**config.mk**
```make
export PLATFORM = sky130hd
export DESIGN_NAME = fu_mul_pipe
export DESIGN_NICKNAME = d
export VERILOG_FILES = /design/src/rtl/fu_mul_pipe.sv
export SDC_FILE = /design/constraint.sdc
export NUM_CORES = 2
export LEC_CHECK = 0
export ABC_AREA = 1
export CAP_MARGIN = 15
export CORE_MARGIN = 10
export CORE_UTILIZATION = 45
export DETAILED_ROUTE_END_ITERATION = 7
export GPL_TIMING_DRIVEN = 0
export MAX_ROUTING_LAYER = met4
export SLEW_MARGIN = 20
export SYNTH_ARGS = -nofsm -noshare
export SYNTH_HDL_FRONTEND = slang
export SYNTH_SLANG_ARGS = --single-unit
```
**constraint.sdc**
```tcl
create_clock -name clk -period 1.3 [get_ports clk]
set_input_delay 0.13 -clock clk [delete_from_list [all_inputs] [get_ports clk]]
set_output_delay 0.13 -clock clk [all_outputs]
set_load 0.005 [all_outputs]
```
**src/rtl/fu_mul_pipe.sv**
```systemverilog
// Pipelined RV32M-style integer multiplier: one op per cycle, fixed LATENCY, tagged results.
// The product is formed at acceptance; the remaining stages only carry valid/tag/result forward.
module fu_mul_pipe #(
  parameter int WIDTH   = 32,
  parameter int LATENCY = 7,
  parameter int TAG_W   = 5
) (
  input  logic             clk,
  input  logic             rst_n,
  input  logic             EN,
  input  logic [1:0]       op,
  input  logic [WIDTH-1:0] A,
  input  logic [WIDTH-1:0] B,
  input  logic [TAG_W-1:0] tag_in,
  input  logic             flush,
  output logic [WIDTH-1:0] res,
  output logic [TAG_W-1:0] tag_out,
  output logic             finish,
  output logic             busy
);

  logic                 accept_s;
  logic [WIDTH:0]       a_ext_s;
  logic [WIDTH:0]       b_ext_s;
  logic [2*WIDTH-1:0]   a_wide_s;
  logic [2*WIDTH-1:0]   b_wide_s;
  logic [2*WIDTH-1:0]   prod_s;
  logic [WIDTH-1:0]     result_s;
  logic [LATENCY-1:0]   valid_r;
  logic [TAG_W-1:0]     tag_r  [LATENCY];
  logic [WIDTH-1:0]     data_r [LATENCY];

  // Flush dominates issue; an X on EN cannot leak into the valid chain while flush is high.
  assign accept_s = EN & ~flush;

  // Operand extension per mode and product formation; only the low 2*WIDTH product bits are ever used.
  always_comb begin
    a_ext_s = {1'b0, A};
    b_ext_s = {1'b0, B};
    case (op)
      2'b01: begin
        a_ext_s = {A[WIDTH-1], A};
        b_ext_s = {B[WIDTH-1], B};
      end
      2'b10: begin
        a_ext_s = {A[WIDTH-1], A};
        b_ext_s = {1'b0, B};
      end
      default: begin
        a_ext_s = {1'b0, A};
        b_ext_s = {1'b0, B};
      end
    endcase
    a_wide_s = {{(WIDTH-1){a_ext_s[WIDTH]}}, a_ext_s};
    b_wide_s = {{(WIDTH-1){b_ext_s[WIDTH]}}, b_ext_s};
    prod_s   = a_wide_s * b_wide_s;
    if (op == 2'b00) begin
      result_s = prod_s[WIDTH-1:0];
    end else begin
      result_s = prod_s[2*WIDTH-1:WIDTH];
    end
  end

  // Stage chain: data moves only with a surviving valid op, so the last stage holds the last completed result.
  always_ff @(posedge clk or negedge rst_n) begin
    if (!rst_n) begin
      valid_r <= '0;
      for (int i = 0; i < LATENCY; i++) begin
        tag_r[i]  <= '0;
        data_r[i] <= '0;
      end
    end else begin
      valid_r[0] <= accept_s;
      if (accept_s) begin
        data_r[0] <= result_s;
        tag_r[0]  <= tag_in;
      end
      for (int i = 1; i < LATENCY; i++) begin
        valid_r[i] <= valid_r[i-1] & ~flush;
        if (valid_r[i-1] && !flush) begin
          data_r[i] <= data_r[i-1];
          tag_r[i]  <= tag_r[i-1];
        end
      end
    end
  end

  assign res     = data_r[LATENCY-1];
  assign tag_out = tag_r[LATENCY-1];
  assign finish  = valid_r[LATENCY-1];
  assign busy    = |valid_r;

endmodule
```
# Word-level counts from Yosys, hierarchy flattened
# Cells that the tools add are included.
# totals
mem_bits_ro,0
wordCells,39
n_memories,0
latch_bits,0
ram_bits,0
ff_bits,266
out_inout_bits,39
# op_classes
reduce_logical,10
eq_ne,2
n_addsub,0
order_cmp,0
bitwise,8
shifts,0
div_mod_pow,0
muxes,3
multipliers,1
# ops
operator,count
$mux W33,2
$mul A33 B33 Y64,1
$mux W32,1
$and A1 B1 Y1,7
$reduce_or A7 Y1,1
$logic_and A1 B1 Y1,6
$eq A2 B1 Y1 const B,1
$eq A2 B2 Y1 const B,1
$logic_not A2 Y1,1
$reduce_or A2 Y1,1
$logic_not A1 Y1,1
$not A1 Y1,1

# Longest topological paths before layout
# depth
depth_word,5
mapped_depth,35
ltp_nobuf,34

# Worst setup path after synthesis
# Ideal clock, no wire load.
# synth_timing
path_kind,in2reg
start,in op[1]
end,reg data_r[213] in the netlist's numbering
n_path_buf,1
path_stages,35
setup_ps,117
path_slack_ps,-6097
t_arrival_ps,7280
path_cell_list,inv_1 -> ha_1 -> nand2_2 -> inv_1 -> clkbuf_1 -> nand2_1 -> inv_1 -> fa_1 -> inv_1 -> fa_1 -> inv_1 -> fa_1 -> fa_1 -> inv_1 -> fa_1 -> inv_1 -> fa_1 -> inv_1 -> fa_1 -> fa_1 -> inv_1 -> ha_1 -> nand2_1 -> nor2_1 -> inv_1 -> nor2_1 -> inv_1 -> nor2_1 -> nand3_1 -> nand3_1 -> nand2_1 -> nand3_1 -> nand2_1 -> nand2_1 -> nand2_1
# synth_via
elab_chain_len,5
word_cells_on_any_way,8
classes_between,1 x mul; 2 x eq/ne; 3 x mux; 2 x reduce/logical
# synth_rtl
item,line,source
from (decl),11,"input logic [1:0] op,"
$eq A2 B1 Y1 / $eq A2 B2 Y1 (equally long branches),40,case (op)
$reduce_or A2 Y1 (no source line),--,
$mux W33,40,
$mul A33 B33 Y64,56,prod_s = a_wide_s * b_wide_s;
$mux W32 *,57,if (op == 2'b00) begin
"to (signal, indexed assignment)",81,data_r[i] <= data_r[i-1];
to (decl),31,logic [WIDTH-1:0] data_r [LATENCY];
# Mark *: on every way between the ends. The rest lies on a longest branch, timed or not.
# A chain may end at the register's enable or synchronous reset.

# Worst setup path after layout
# layout_timing
start,in op[1]
end,reg data_r[215] in the netlist's numbering
# Same word-level chain as after synthesis.

==> impl_results.md <==
- Status: complete, but fails checks
- Failing checks: negative setup slack
- Crit path time final: 6.98 ns
- Number of synthesis warnings: 0
- Top FF cell, synth: dfrtp_1
- Fin crit share: 5.37
- Number of global-route vias before repair: 44,194
- Via/cell ratio: 5.21
- Synth unique cells: 41
- Reg2Reg Setup Slack: 0.05 ns
- Layout cell share with drive strength beyond 1: 0.182
- CORE AREA: 111,000 um^2
- CTS tree: done
- FF-to-FF End: data_r[148]
- WHS Endpoint: data_r[192]
- CTS root buf: clkbuf_16
- Max clock buf depth: 3
- Critical Path RT: 1.77 ns
- EDFF count, synth: 0
- Post-DP HPWL: 158,000 um
- Syn Area/Cell: 8.08 um^2
- Post-synthesis instance area: 50,500 um^2
- Hold Crit Start: B[0]
- Congestion Overflow GR: 0
- Top cells by count, synth: nand2_1 (1,759), inv_1 (1,740), fa_1 (1,125), clkbuf_1 (306), dfrtp_1 (266)
- Fmax: 0.143 GHz
- Worst R2R Start: valid_r[1]
- Critical path type: in -> reg
- CP max stage cell: fa_2
- Post-synthesis register bit count: 266
- # DRC: 0
- Syn Nets: 7,659
- Post-Route WL: 191,000 um
- Clk pin slew, worst setup/hold paths: 0.06 ns
- Crit-path max FO: 7
- Hold path depth: 5
- Synth area leader: fa_1
- Area grow syn2layout: 20.7%
- Post-synth top area share: 0.446
- # IOs: 114
- TritonRoute pass-1 iters: 6
- Placed Area: 54,500 um^2
- HP Class: in -> reg
- Largest net degree at the start of global routing: 83
- Worst skew pair latency: 0.55 ns
- Initial drt markers: 3,540
- CTS buffer count: 26
- Most common cell in the netlist: nand2_1
- Wire length per cell: 23.9 um
- Row Count: 122
- Async SR Flop Fraction: 1.00
- Register area: 6660 um^2
- Die X-Extent: 355 um
- Area occupied by multi-input gates: 38,600 um^2
- Antenna violations before repair: 5
- R2R depth: 6
- Fill cells: 10,479
- Slew @ Worst Pin: 0.903 ns
- Number of port buffers: 49
- Seq/Total Area, Yosys: 0.132
- Mapped Cells: 6,245
- Total Routing Usage GR: 0.315
- Clock sinks: 266
- Crit-path max cell delay: 0.72 ns
- Endpoints failing setup: 34
- First-pass GRT wire length: 284,000 um
- Initial core utilization: 0.455
- Nets: 7,903
- Via count: 41,703
- Final Cell Area: 61,000 um^2
- Hold Vio Cnt, Final: 0
- GP Congestion: 1.02
- Max Cap Viol: 0
- RSZ-0062 raised after global routing: yes
- Die Y: 355 um
- Synth top area cells: fa_1 (45%), dfrtp_1 (13%), nand2_1 (13%)
- Slew headroom: 0.398
- WP data arrival: 7.45 ns
- H-Tree Depth: 1
- Worst setup slack after layout: -5.68 ns
- Final Skew: 0.0186 ns
- Capturing element type of the critical path: register
- Antenna-violating nets left: 0
- Startpoint types: input port
- Die area: 126,000 um^2
- Slew Limit Fails: 0
## cell usage in the layout, fill, tap and decap left out, types with 37 or more instances in the layout
| master | Yosys | final |
|---|---|---|
| dfrtp_1 | 266 | 266 |
| buf_6 | 0 | 75 |
| clkbuf_4 | 0 | 49 |
| a21oi_2 | 9 | 55 |
| nor2_1 | 177 | 107 |
| o21ai_0 | 236 | 194 |
| clkbuf_2 | 0 | 51 |
| ha_4 | 0 | 44 |
| nand3_2 | 5 | 43 |
| inv_1 | 1740 | 1666 |
| nand2_1 | 1759 | 1647 |
| buf_8 | 0 | 37 |
| fa_1 | 1125 | 1067 |
| nor2_4 | 4 | 60 |
| ha_1 | 214 | 168 |
| nand2_2 | 16 | 86 |
| clkbuf_8 | 0 | 63 |
| buf_4 | 38 | 178 |
| inv_2 | 6 | 59 |
| clkbuf_16 | 0 | 76 |
| fa_2 | 0 | 58 |
| nand3_1 | 107 | 62 |
## sequential cells by signal, summed over array words and instances (netlist names)
register,count
tag_out,5
tag_r,30
res,32
valid_r,7
data_r,192
## timing repair
item,4_1_cts,5_1_grt
pin swaps,165,215
hold endpoints to repair,185,0
setup buffers,111,86
hold buffers,1,0
resized for setup,979,424
setup endpoints to repair,286,312
cloned,1,3
## critical path: cells and delay by family
family	cells	cell delay [ns]
AOI/OAI and AO/OA	1	0.15
adders and majority gates	10	4.78
buffers and inverters	13	1.13
and+or+nand+nor	9	1.22
## kinds of logic after synthesis
group,count (synthesis),share of synthesized area
AND/OR/NAND/NOR,2140,0.168
buffers and inverters,2104,0.159
adder cells (fa/ha/maj),1339,0.499
AO/OA/AOI/OAI,390,0.0406
flip-flops,266,0.132
XOR/XNOR,6,0.00104
## area by class of cell
cell class / instances / share of cell area
buffer: 320 / 0.0641
tap: 1488 / 0.0305
inverter: 1747 / 0.109
clock inverter: 7 / 0.00125
multi-input combinational: 3875 / 0.632
clock buffer: 41 / 0.0129
sequential: 266 / 0.109
antenna: 4 / 0.000164
timing repair buffer: 253 / 0.0404
## per-stage QoR
step | instances | TNS (ns) | util | setup slack (ns) | hold WS (ns)
6_report | 8001 | -173.65 | 0.549 | -5.68 | 0.0226
5_1_grt | 7999 | -178.24 | 0.549 | -5.83 | 0.0163
4_1_cts | 7921 | -171.58 | 0.533 | -5.59 | 0.0387
3_5_place_dp | 7785 | -368.08 | 0.491 | -7.62 | 0.0366
3_3_place_gp | 7782 | -3341.28 | 0.490 | -11.22 | 0.452
2_1_floorplan | 6245 | -166.15 | - | -5.60 | -0.166
## worst max-delay path by stage
| stage | from | endpoint | depth (start not counted) |
|---|---|---|---|
| after floorplan | op[1] | data_r[223] | 32 |
| after global placement | rst_n | data_r[217] | 1 |
| after detailed placement | op[1] | data_r[213] | 34 |
| after CTS | op[0] | data_r[209] | 34 |
| after global routing | op[1] | data_r[215] | 33 |
| final | op[1] | data_r[215] | 33 |
## layer usage
metal,GRT usage,share of wire
met1,0.406,0.40
met5,-,0
met2,0.481,0.45
met3,0.0580,0.094
met4,0.144,0.060
Power is not shown: default switching activity piles up to over one toggle a cycle in this logic, so the estimate is an artifact.
